===== src/rtl/rr_mux_arbiter_pkg.sv =====
// Shared types and constants for the 4:1 round-robin mux arbiter.
// Imported by the picker, the interface and the top-level arbiter.
package rr_arb_pkg;

    localparam int NUM_REQ = 4;
    localparam int SEL_W   = 2;

    typedef enum logic {
        ARB_IDLE = 1'b0,
        ARB_BUSY = 1'b1
    } arb_state_t;

    // One-hot grant vector for a select index
    function automatic logic [NUM_REQ-1:0] sel_onehot(input logic [SEL_W-1:0] idx);
        logic [NUM_REQ-1:0] oh;
        oh      = '0;
        oh[idx] = 1'b1;
        return oh;
    endfunction

endpackage


===== src/rtl/rr_mux_arbiter_if.sv =====
// Bundle of the four requester channels, the single output channel and the
// select/grant status of the round-robin mux arbiter.
// slave  : arbiter side (consumes requests, drives the output channel).
// master : environment side (drives requests and downstream ready).
interface rr_mux_arbiter_if #(
    parameter int WIDTH = 8
);
    import rr_arb_pkg::*;

    logic [NUM_REQ-1:0]       req_valid;
    logic [NUM_REQ*WIDTH-1:0] req_data;
    logic [NUM_REQ-1:0]       req_last;
    logic [NUM_REQ-1:0]       req_ready;
    logic                     out_valid;
    logic [WIDTH-1:0]         out_data;
    logic                     out_last;
    logic                     out_ready;
    logic [SEL_W-1:0]         ss;
    logic [NUM_REQ-1:0]       grant;

    modport slave (
        input  req_valid, req_data, req_last, out_ready,
        output req_ready, out_valid, out_data, out_last, ss, grant
    );

    modport master (
        output req_valid, req_data, req_last, out_ready,
        input  req_ready, out_valid, out_data, out_last, ss, grant
    );

endinterface


===== src/rtl/rr_mux_arbiter_pick4.sv =====
// Combinational round-robin picker: returns the first requester with valid
// set, searching ptr, ptr+1, ptr+2, ptr+3 (mod 4).
module rr_pick4
    import rr_arb_pkg::*;
(
    input  logic [SEL_W-1:0]   ptr,
    input  logic [NUM_REQ-1:0] valid,
    output logic [SEL_W-1:0]   idx,
    output logic               found
);

    logic [SEL_W-1:0] cand;

    // Scan in priority order starting at ptr; the first hit wins
    always_comb begin
        idx   = '0;
        found = 1'b0;
        cand  = '0;
        for (int k = 0; k < NUM_REQ; k++) begin
            cand = ptr + SEL_W'(k);
            if (!found && valid[cand]) begin
                idx   = cand;
                found = 1'b1;
            end
        end
    end

endmodule


===== src/rtl/rr_mux_arbiter.sv =====
// Round-robin arbiter and sequencer for the 4:1 selector datapath.
// Optional packet lock is enabled with `define ARB_PKT_LOCK_EN: the grant is
// held until a beat with last, or until MAX_BEATS transfers, whichever first.
// Without it every transfer releases the grant (per-beat interleave).
//
// state    | meaning
// ARB_IDLE | no grant, outputs quiet
// ARB_BUSY | one requester granted, its channel muxed to the output
module rr_mux_arbiter
    import rr_arb_pkg::*;
#(
    parameter int WIDTH     = 8,
    parameter int MAX_BEATS = 16
) (
    input  logic             clk,
    input  logic             rst_n,
    rr_mux_arbiter_if.slave  bus
);

    if (MAX_BEATS < 1) begin : g_bad_max_beats
        $error("rr_mux_arbiter: MAX_BEATS must be at least 1");
    end

    arb_state_t         state_q, state_d;
    logic [SEL_W-1:0]   ptr_q, ptr_d;
    logic [SEL_W-1:0]   ss_q, ss_d;
    logic [NUM_REQ-1:0] grant_q, grant_d;

    logic [SEL_W-1:0]   idle_idx, rel_idx, rel_ptr;
    logic               idle_found, rel_found;

    logic               active;
    logic               sel_valid, sel_last;
    logic [WIDTH-1:0]   sel_data;
    logic               xfer, release_ev;

    // Release re-arbitration gives the releasing requester lowest priority
    assign rel_ptr = ss_q + SEL_W'(1);

    rr_pick4 u_pick_idle (
        .ptr   (ptr_q),
        .valid (bus.req_valid),
        .idx   (idle_idx),
        .found (idle_found)
    );

    rr_pick4 u_pick_rel (
        .ptr   (rel_ptr),
        .valid (bus.req_valid),
        .idx   (rel_idx),
        .found (rel_found)
    );

    // Select the granted requester's channel; ss is always 0..3
    always_comb begin
        sel_data  = '0;
        sel_valid = 1'b0;
        sel_last  = 1'b0;
        for (int i = 0; i < NUM_REQ; i++) begin
            if (ss_q == SEL_W'(i)) begin
                sel_data  = bus.req_data[i*WIDTH +: WIDTH];
                sel_valid = bus.req_valid[i];
                sel_last  = bus.req_last[i];
            end
        end
    end

    // Output channel is only live while busy and out of reset, so nothing is
    // accepted in a reset cycle even though the grant flop clears at the edge
    assign active        = (state_q == ARB_BUSY) && rst_n;
    assign bus.out_valid = active && sel_valid;
    assign bus.out_data  = active ? sel_data : '0;
    assign bus.out_last  = active && sel_last;
    assign bus.req_ready = active ? (grant_q & {NUM_REQ{bus.out_ready}}) : '0;
    assign bus.ss        = ss_q;
    assign bus.grant     = grant_q;

    assign xfer = bus.out_valid && bus.out_ready;

`ifdef ARB_PKT_LOCK_EN
    localparam int CNT_W = $clog2(MAX_BEATS + 1);

    logic [CNT_W-1:0] beat_cnt_q, beat_cnt_d;
    logic             cnt_limit;

    assign cnt_limit  = (beat_cnt_q == CNT_W'(MAX_BEATS - 1));
    assign release_ev = xfer && (sel_last || cnt_limit);

    // Beat counter: cleared on every new grant, counts transfers otherwise
    always_comb begin
        beat_cnt_d = beat_cnt_q;
        if (state_q == ARB_IDLE || release_ev) begin
            beat_cnt_d = '0;
        end else if (xfer) begin
            beat_cnt_d = beat_cnt_q + CNT_W'(1);
        end
    end

    // Beat counter register
    always_ff @(posedge clk) begin
        if (!rst_n) begin
            beat_cnt_q <= '0;
        end else begin
            beat_cnt_q <= beat_cnt_d;
        end
    end
`else
    assign release_ev = xfer;
`endif

    // Next-state: arbitrate from IDLE, re-arbitrate with no bubble on release
    always_comb begin
        state_d = state_q;
        ptr_d   = ptr_q;
        ss_d    = ss_q;
        grant_d = grant_q;
        unique case (state_q)
            ARB_IDLE: begin
                if (idle_found) begin
                    state_d = ARB_BUSY;
                    ss_d    = idle_idx;
                    grant_d = sel_onehot(idle_idx);
                end
            end
            ARB_BUSY: begin
                if (release_ev) begin
                    ptr_d = rel_ptr;
                    if (rel_found) begin
                        ss_d    = rel_idx;
                        grant_d = sel_onehot(rel_idx);
                    end else begin
                        state_d = ARB_IDLE;
                        grant_d = '0;
                    end
                end
            end
            default: begin
                state_d = ARB_IDLE;
                grant_d = '0;
            end
        endcase
    end

    // State, pointer, select and grant registers
    always_ff @(posedge clk) begin
        if (!rst_n) begin
            state_q <= ARB_IDLE;
            ptr_q   <= '0;
            ss_q    <= '0;
            grant_q <= '0;
        end else begin
            state_q <= state_d;
            ptr_q   <= ptr_d;
            ss_q    <= ss_d;
            grant_q <= grant_d;
        end
    end

endmodule


===== src/flat_wrapper.sv =====
// flat-port wrapper written by rule: the top's interface ports become plain ports
module rr_mux_arbiter_flat import rr_arb_pkg::*;
#(
    parameter int WIDTH     = 8,
    parameter int MAX_BEATS = 16
)
  (clk, rst_n, bus_req_valid, bus_req_data, bus_req_last, bus_out_ready, bus_req_ready, bus_out_valid, bus_out_data, bus_out_last, bus_ss, bus_grant);
  rr_mux_arbiter_if #(.WIDTH(WIDTH)) bus_i ();
  input  logic clk;
  input  logic rst_n;
  input wire logic [$bits(bus_i.req_valid)-1:0] bus_req_valid;
  input wire logic [$bits(bus_i.req_data)-1:0] bus_req_data;
  input wire logic [$bits(bus_i.req_last)-1:0] bus_req_last;
  input wire logic [$bits(bus_i.out_ready)-1:0] bus_out_ready;
  output wire logic [$bits(bus_i.req_ready)-1:0] bus_req_ready;
  output wire logic [$bits(bus_i.out_valid)-1:0] bus_out_valid;
  output wire logic [$bits(bus_i.out_data)-1:0] bus_out_data;
  output wire logic [$bits(bus_i.out_last)-1:0] bus_out_last;
  output wire logic [$bits(bus_i.ss)-1:0] bus_ss;
  output wire logic [$bits(bus_i.grant)-1:0] bus_grant;
  assign bus_i.req_valid = bus_req_valid;
  assign bus_i.req_data = bus_req_data;
  assign bus_i.req_last = bus_req_last;
  assign bus_i.out_ready = bus_out_ready;
  assign bus_req_ready = bus_i.req_ready;
  assign bus_out_valid = bus_i.out_valid;
  assign bus_out_data = bus_i.out_data;
  assign bus_out_last = bus_i.out_last;
  assign bus_ss = bus_i.ss;
  assign bus_grant = bus_i.grant;
  rr_mux_arbiter #(.WIDTH(WIDTH), .MAX_BEATS(MAX_BEATS)) u_core (.clk(clk), .rst_n(rst_n), .bus(bus_i));
endmodule

===== config.mk =====
export PLATFORM = sky130hd
export DESIGN_NAME = rr_mux_arbiter_flat
export DESIGN_NICKNAME = d
export VERILOG_FILES = /design/src/rtl/rr_mux_arbiter_pkg.sv /design/src/rtl/rr_mux_arbiter_if.sv /design/src/rtl/rr_mux_arbiter_pick4.sv /design/src/rtl/rr_mux_arbiter.sv /design/src/flat_wrapper.sv
export SDC_FILE = /design/constraint.sdc
export NUM_CORES = 1
export LEC_CHECK = 0
export CORE_ASPECT_RATIO = 0.7
export CORE_MARGIN = 8
export CORE_UTILIZATION = 40
export DETAILED_ROUTE_END_ITERATION = 16
export GPL_ROUTABILITY_DRIVEN = 0
export PLACE_DENSITY = 0.94
export SLEW_MARGIN = 40
export SYNTH_ARGS = -nofsm -noshare
export SYNTH_HDL_FRONTEND = slang
export SYNTH_SLANG_ARGS = --single-unit

===== constraint.sdc =====
create_clock -name clk -period 2.7 [get_ports clk]
set_input_delay 0.54 -clock clk [delete_from_list [all_inputs] [get_ports clk]]
set_output_delay 0.54 -clock clk [all_outputs]
set_load 0.01 [all_outputs]

After elaboration in Yosys (flattened, before gate mapping)

Cells that the tools add are included.

Register bits: 9
Input bits: 43
Output and inout bits: 20

$add $sub $neg: 7
Magnitude comparators: 12
Bitwise gates (word level): 2
Reduce and logical (&&, ||, !) cells: 22
Muxes and demuxes: 62
Eq/ne operators: 6

Operators by type and width:

| cell                                                 | count |
|---|---|
| two-way mux 8 bit                                    | 5 |
| < comparator 2 x 3 -> 1 bit (second input constant)  | 10 |
| two-way mux 1 bit                                    | 29 |
| two-way mux 2 bit                                    | 11 |
| binary-select mux 1 bit (select 2 bit)               | 8 |
| two-way mux 4 bit                                    | 4 |
| logical AND 1 bit                                    | 12 |
| adder 2 bit (second input constant)                  | 4 |
| one-hot mux 4 bit (2 select lines)                   | 1 |
| adder 2 x 1 -> 2 bit (second input constant)         | 3 |
| logical NOT 1 bit                                    | 6 |
| bitwise AND 4 bit                                    | 1 |
| demux 1 bit (select 2 bit)                           | 2 |
| equality test 2 bit (second input constant)          | 2 |
| >= comparator 2 x 1 -> 1 bit (second input constant) | 2 |
| != test 2 bit (second input constant)                | 2 |
| one-hot mux 2 bit (2 select lines)                   | 1 |
| AND reduction 2 bit                                  | 2 |
| AND reduction 3 bit                                  | 1 |
| equality test 2 x 1 -> 1 bit (second input constant) | 1 |
| logical NOT 2 bit                                    | 1 |
| != test 2 x 1 -> 1 bit (second input constant)       | 1 |
| one-hot mux 1 bit (2 select lines)                   | 1 |
| NOT 1 bit                                            | 1 |

Depth between registers and ports, before layout

Gate-level depths: netlist of the first run.

Word-level depth: 20
Gate-level depth with buffers: 8
Depth with buffers taken out: 7

By module

Synthesis of the first run repeated with hierarchy kept, for this count alone.

Cell total of the unflattened synthesis: 149
Area, all modules: 1082.3 um^2

Modules (own cells, without submodules):

| module         | cells each | times used | area each (um^2) | seq. area each (um^2) |
|---|---|---|---|---|
| rr_mux_arbiter | 119        | 1          | 927.1            | 180.2 |
| rr_pick4       | 15         | 2          | 77.6             | 0.0 |

Worst setup path before layout of the first run

OpenSTA, ideal clock, no wires.

Path type: register to output
Start: register u_core.ss_q[0], in the netlist u_core.bus.ss[0]
End: output port bus_out_data[5]
Path slack: 0.534 ns
Data arrival time: 1.626 ns
Path buffers: 2
Required time: 2.160 ns
Cell stages (with the launch flop): 9
Cells stage by stage: dfxtp_1 > inv_1 > ha_1 > clkbuf_1 > clkbuf_1 > a221oi_1 > nor3_1 > a21oi_1 > nor2_1

Word-level cells in the longest chain between the ends: 6

Ends and longest elaborated chain:

| element                        | RTL line              | RTL |
|---|---|---|
| start: declaration             | rr_mux_arbiter.sv:26  | `logic [SEL_W-1:0] ss_q, ss_d;` |
| start signal: assignment       | rr_mux_arbiter.sv:154 | `ss_q <= ss_d;` |
| logical NOT 2 bit              | rr_mux_arbiter.sv:60  | `if (ss_q == SEL_W'(i)) begin` |
| two-way mux 8 bit (3 in a row) | rr_mux_arbiter.sv:60  |  |
| two-way mux 8 bit *            | rr_mux_arbiter.sv:60  |  |
| two-way mux 8 bit *            | rr_mux_arbiter.sv:72  | `assign bus.out_data = active ? sel_data : '0;` |
| end: declaration               | flat_wrapper.sv:17    | `output wire logic [$bits(bus_i.out_data)-1:0] bus_out_data;` |

Every way passes the cells marked *; elsewhere a longest branch is shown, timed or not.

Final worst setup path of the first run

Start: register u_core.ss_q[1], in the netlist u_core.bus.ss[1]
End: output port bus_out_valid

Word-level cells in the longest chain between the ends: 6

Ends and longest elaborated chain:

| element                        | RTL line             | RTL |
|---|---|---|
| logical NOT 2 bit              | rr_mux_arbiter.sv:60 |  |
| two-way mux 1 bit (3 in a row) | rr_mux_arbiter.sv:60 |  |
| two-way mux 1 bit *            | rr_mux_arbiter.sv:60 |  |
| logical AND 1 bit *            | rr_mux_arbiter.sv:71 | `assign bus.out_valid = active && sel_valid;` |
| end: declaration               | flat_wrapper.sv:16   | `output wire logic [$bits(bus_i.out_valid)-1:0] bus_out_valid;` |

Marked as above.

==> results of run 1 <==
layer usage:
metal / track usage [%] / up-vias
met3: 4.48 / 18
met2: 32.5 / 79
met5: 0 / -
met1: 21.8 / 673
met4: 4.09 / 0
li1: - / 656
cell usage after synthesis, drive strengths merged, types with 4 or more instances:
cell type,number
inv,5
nor2,21
ha,4
a221oi,9
nor2b,13
buf,6
clkbuf,4
a21oi,13
and3,4
dfxtp,9
nor3,9
a211oi,4
nand2,6
o21ai,7
final cells by class:
type | count | area, um^2 | share of cell area, %
multi-input cells | 116 | 805 | 44.6
repair buffers | 74 | 729 | 40.4
flip-flops and latches | 9 | 181 | 10.1
well taps | 34 | 42.5 | 2.36
clock buffers | 3 | 22.5 | 1.25
inverters | 5 | 18.8 | 1.04
clock inverters | 1 | 5.00 | 0.277
timing repair:
action / in CTS / in global routing
cloned: 0 / 0
pin swaps: 0 / 5
setup endpoints to repair: 10 / 10
gates resized for setup: 6 / 14
buffers inserted: 0 / 0
critical path, delay by kind of cell (launching register included):
family,cells,cell delay [ns]
AO/OA/AOI/OAI,1,0.24
flip-flops,1,0.35
buffers and inverters,2,0.70
AND/OR/NAND/NOR,2,0.24
adder cells (fa/ha/maj),1,0.27
flip-flops by register name, indices dropped and copies added (netlist names):
| signal | count |
|---|---|
| u_core.bus.grant | 4 |
| u_core.bus.ss | 2 |
| u_core.ptr_q | 2 |
| u_core.state_q | 1 |
kinds of logic (layout without fill, tap and decap cells):
kind of cell	Yosys count	count (layout)	share of synthesized area, %
adders and majority gates	4	4	4.92
AOI/OAI and AO/OA	49	49	36.4
muxes	3	3	2.95
buffers and inverters	15	83	7.87
and+or+nand+nor	60	60	30.1
DFF	9	9	17.7
path summary, 6_finish.rpt:
kind                             from                  end  slack, ns  cells past startpoint
setup / recovery     u_core.bus.ss[1]        bus_out_valid       0.09                      6
hold / removal    u_core.bus.grant[0]  u_core.bus.grant[0]       0.57                      2
setup reg to reg     u_core.bus.ss[0]  u_core.bus.grant[3]       0.72                      7
hold reg to reg   u_core.bus.grant[0]  u_core.bus.grant[0]       0.57                      2
through the flow:
step | power (mW) | utilization, % | setup TNS (ns) | hold WS [ns] | cell area [um^2]
global placement | 0.474 | 70.1 | 0 | 0.536 | 1710
floorplan | 0.335 | - | 0 | 0.480 | 1020
detailed placement | 0.491 | 70.1 | -0.0855 | 0.553 | 1710
finish | 0.627 | 73.9 | 0 | 0.568 | 1800
global route | 0.665 | 73.9 | -0.000783 | 0.611 | 1800
CTS | 0.608 | 71.8 | -0.0970 | 0.566 | 1750
power groups by stage:
stage	Sequential (mW)	Clock (mW)	Combinational, mW
2_1_floorplan	0.160	0	0.175
3_3_place_gp	0.156	0	0.318
5_1_grt	0.157	0.118	0.390
4_1_cts	0.155	0.111	0.342
6_report	0.156	0.109	0.362
3_5_place_dp	0.158	0	0.333
cells in the final DEF, fill, tap and decap left out, drive strengths merged:
| cell | instances |
|---|---|
| a311oi | 1 |
| o21ai | 7 |
| o211a | 1 |
| nor2 | 21 |
| and2 | 1 |
| o221ai | 2 |
| nand3 | 3 |
| a31o | 1 |
| and2b | 1 |
| nand2 | 6 |
| or2 | 1 |
| clkdlybuf4s50 | 53 |
| and3 | 4 |
| o32ai | 1 |
| inv | 5 |
| nor2b | 13 |
| mux2i | 3 |
| clkinv | 1 |
| o211ai | 3 |
| a221oi | 9 |
| ha | 4 |
| and3b | 1 |
| clkbuf | 3 |
| a21oi | 13 |
| nor3 | 9 |
| o32a | 3 |
| a211oi | 4 |
| buf | 12 |
| a31oi | 3 |
| dfxtp | 9 |
| dlygate4sd2 | 1 |
| dlymetal6s2s | 8 |
| a21boi | 1 |
==> run metrics, run 1 <==
Synth cell types=37; vias in the first global route=1325; Global Route Usage Sum=18.3%; Hold Fails Final Rpt=0; IO Count=63; status=completed; hold_buf cts=0; share of synthesized registers carrying an async set or reset=0%; largest net degree at the start of global routing=21; CTS tree=built; slew margin rel.=73.5%; Routed Antenna Nets=0; Setup WS pre-CTS=-0.0441 ns; Critical Path RT=2.16 ns; CP Cell Sequence=buf_4 > ha_2 > nor2_1 > a211oi_2 > and2_1 > clkdlybuf4s50_1; DR vias/cell=5.89; Slew Viols, Final=0; core area=2440 um^2; Cell Pwr Density=348 nW/um^2; Longest Clk Path Bufs=2; Crit-path slowest cell=clkdlybuf4s50_1; via count=1426; worst slew pin tran=0.397 ns; first-pass GRT wire length=6.71 mm; Die X=76.3 um; Peak VDD IR=341 uV; YS warnings=0; post-DP HPWL=3.53 mm; Starting DRT DRC Count=191; DR DRC count=0; Worst path max stage delay=0.55 ns; metal2 WL=2.49 mm; gr ovfl total=0; max-cap viol count=0; Cells after DPL=238; Hold Path Class=flop to flop; layout cells sized above 1=15.9%; clk sinks=9; port bufs=62; Clk pin slew, worst setup/hold paths=0.07 ns; fmax=383 MHz; leading area contributor after synthesis=dfxtp_1; total CTS buffers=3; Tmin final=2.61 ns; Seq/Total Area, Yosys=17.7%; Layout Nets=256; initial antenna violation count=0; Fillers=173; Layout Area Growth over Synthesis=77.4%; Comb pwr share=57.8%; FF+latch count, synth=9; met3 wire len=341 um; top sig layer=met4; syn_nets=187; worst-skew pair later-pin latency=0.27 ns; Seq pwr share=24.8%; M1 WL=1.76 mm; fin cells=242; final WL=4.70 mm; clock root buffer=clkbuf_4; Top FF cell, synth=dfxtp_1; Die Y-Extent=58.2 um; WL per Instance=19.4 um; crit path kind=flop to output port; n_diodes=0; Leak=0.833 nW; period utilization=96.7%; Int Power=0.387 mW; setup ws final=0.0901 ns; CP Capture Type=output port; clock power share=17.4%; Final Skew=0.000888 ns; syn avg cell area=7.27 um^2; CP max FO=8; switching portion of total power=38.3%; Post-synth EDFFs=0; Synth area leaders=dfxtp_1 (18%), a221oi_1 (7.7%), nor2_1 (7.7%), nor2b_1 (7.4%), a21oi_1 (6.4%); switching pwr=0.240 mW; CTS H-tree lvls=1; final setup vio count=0; Arrival @ worst endpoint=2.07 ns; Initial Util=41.7%; drt first pass iters=5; die area=4440 um^2; Yosys top cell area share=17.7%; Rows=15; cell area after synthesis=1020 um^2; Syn Inst Count=140; Startpoint Class=flop
No activity file was read; power rests on OpenSTA's default activity.
==> inputs of run 2 (changes only) <==
--- a/config.mk
+++ b/config.mk
@@ -5,12 +5,14 @@
 export SDC_FILE = /design/constraint.sdc
 export NUM_CORES = 1
 export LEC_CHECK = 0
+export CELL_PAD_IN_SITES_DETAIL_PLACEMENT = 1
+export CELL_PAD_IN_SITES_GLOBAL_PLACEMENT = 1
 export CORE_ASPECT_RATIO = 0.7
 export CORE_MARGIN = 8
-export CORE_UTILIZATION = 40
+export CORE_UTILIZATION = 26
 export DETAILED_ROUTE_END_ITERATION = 16
 export GPL_ROUTABILITY_DRIVEN = 0
-export PLACE_DENSITY = 0.94
+export PLACE_DENSITY = 0.92
 export SLEW_MARGIN = 40
 export SYNTH_ARGS = -nofsm -noshare
 export SYNTH_HDL_FRONTEND = slang
==> run 2 against run 1 <==
Against the previous run:
- first-iteration DRC count decreased by 76%
- sequential power is essentially flat
- combinational power increased by 6.1%
- largest cell class unchanged
- sequential share of layout area down 0.33 points
- power up 12%
- final cell count increased by 9.9%
- utilization shrank 26 points
- die area is 40% higher
- setup slack improved by 0.012 ns
- non-clock buffer count rose by 6
==> run metrics, run 2 (synthesized netlist as in run 1, its figures left out) <==
largest net degree at the start of global routing=21 (unchanged); Layout Nets=262 (+2.3%); Critical Path RT=2.16 ns (about the same); Worst Setup SP=u_core.bus.ss[0]; Worst Hold Launch=u_core.ptr_q[0]; most frequent cells in the layout=clkdlybuf4s50_1 (51), nor2_1 (20), buf_4 (17), a21oi_1 (13), nor2b_1 (11); CTS tree=built; Routed Antenna Nets=0 (unchanged); Final Skew=0.000906 ns (+0.0000180 ns); Initial Util=26.6% (-15 points); die area=6200 um^2 (+40%); Clk pin slew, worst setup/hold paths=0.05 ns (-0.02 ns); layout cells sized above 1=15.9% (+0.022 points); Slew Viols, Final=0 (unchanged); Die X=90.8 um (+19%); r2r endpoint=u_core.bus.grant[0]; worst slew pin tran=0.519 ns (+0.121 ns); Worst R2R Start=u_core.bus.ss[1]; Peak VDD IR=232 uV (-32%); CP Capture Type=output port; gr ovfl total=0 (unchanged); via count=1427 (+0.070%); DR DRC count=0 (unchanged); Leak=0.797 nW (-4.4%); Hold Fails Final Rpt=0 (unchanged); DR vias/cell=5.36 (-9.0%); fmax=385 MHz (+0.47%); crit path kind=flop to output port; Longest Clk Path Bufs=2 (unchanged); Cell Pwr Density=379 nW/um^2 (+9.0%); hold_buf cts=0 (unchanged); Layout Area Growth over Synthesis=82.2%; port bufs=62 (unchanged); vias in the first global route=1590 (+20%); max FFs per register=4 (unchanged); IO Count=63 (unchanged); WL per Instance=19.4 um (-0.38%); initial antenna violation count=0 (unchanged); Hold Path Class=flop to flop; final WL=5.15 mm (+9.5%); cells on worst reg2reg path=9 (+2); status=completed; slew margin rel.=65.3% (-8.1 points); CP max FO=3 (-5); hold path cells=2 (unchanged); Seq. cell area=180 um^2 (-0.69%); clk sinks=9 (unchanged); drt first pass iters=4 (-1); Tmin final=2.60 ns (-0.0122 ns); CTS H-tree lvls=1 (unchanged); Global Route Usage Sum=16.4% (-1.9 points); period utilization=96.2% (-0.45 points); core area=3830 um^2 (+57%); Endpoint, Worst Hold=u_core.ptr_q[0]; Startpoint Class=flop; max-cap viol count=0 (unchanged); multi-input combinational cell area=782 um^2 (-2.8%); clock root buffer=clkbuf_8; Tot Pwr=0.702 mW (+12%); total CTS buffers=3 (unchanged); Starting DRT DRC Count=46 (-76%); Fillers=462 (+170%); Hold Slack=0.568 ns (-0.000534 ns); commonest non-fill, non-tap cell in the layout=clkdlybuf4s50_1; Rows=19 (+4); Die Y-Extent=68.3 um (+17%); n_diodes=0 (unchanged); Arrival @ worst endpoint=2.06 ns (about the same); fin cells=266 (+9.9%); first-pass GRT wire length=8.14 mm (+21%); final setup vio count=0 (unchanged); r2r setup slk=0.57 ns (-0.15 ns); worst-skew pair later-pin latency=0.24 ns (-0.03 ns); Cells after DPL=259 (+8.8%); post-DP HPWL=3.96 mm (+12%); final core occ=48.4% (-26 points)
[run 2: cell types whose count changed in the layout (fill, tap and decap cells not counted), moves of 2 or more]
cell / change
buf_4: +5
dlymetal6s2s_1: -6
clkbuf_4: -3
dlygate4sd2_1: +8
clkbuf_8: +3
clkdlybuf4s50_1: -2
[run 2: critical path: stages, from the launching register on]
cell	delay, ns
dfxtp_1	0.35
inv_1	0.10
ha_1	0.25
nor2b_4	0.16
buf_4	0.14
a221oi_2	0.28
nor3_1	0.09
a21oi_1	0.13
nor2_1	0.05
dlygate4sd2_1	0.29
[run 2: repair_timing]
item | in CTS | in global routing
gates resized for setup | 12 | 5
pin swaps | 0 | 0
setup buffers | 2 | 1
setup endpoints to repair | 13 | 7
[run 2: how the worst max path moves through the flow]
stage               slack (ns)               end
floorplan                 0.53   bus_out_data[5]
global placement          0.07     bus_out_valid
detailed placement       -0.11      bus_out_last
CTS                      0.009  bus_req_ready[1]
global route           -0.0002   bus_out_data[0]
finish                    0.10   bus_out_data[0]
[run 2: layer usage]
layer,routed length [um],up-vias,track usage [%]
met5,0,-,0
met4,84,0,8.66
met3,177,10,2.52
met2,2600,41,29.4
met1,2290,705,19.0
li1,-,671,-
[run 2: final cells by class]
| type | count | area share (%) |
|---|---|---|
| multi-input cells | 116 | 42.2 |
| repair buffers | 80 | 41.1 |
| clock buffers | 4 | 2.43 |
| well taps | 52 | 3.51 |
| inverters | 5 | 1.01 |
| flip-flops and latches | 9 | 9.72 |
[run 2: through the flow]
step / area (um^2) / setup WS [ns] / setup TNS, ns
finish: 1850 / 0.102 / 0
global route: 1850 / -0.000163 / -0.000163
CTS: 1830 / 0.00873 / 0
detailed placement: 1750 / -0.106 / -0.218
global placement: 1750 / 0.0749 / 0
floorplan: 1020 / 0.534 / 0
[run 2: where the power goes]
part           internal (mW)  leakage [nW]  total (mW)  switching (mW)
sequential             0.144        0.0743       0.155          0.0103
combinational          0.201         0.700       0.384           0.183
clock                  0.103        0.0228       0.163          0.0598
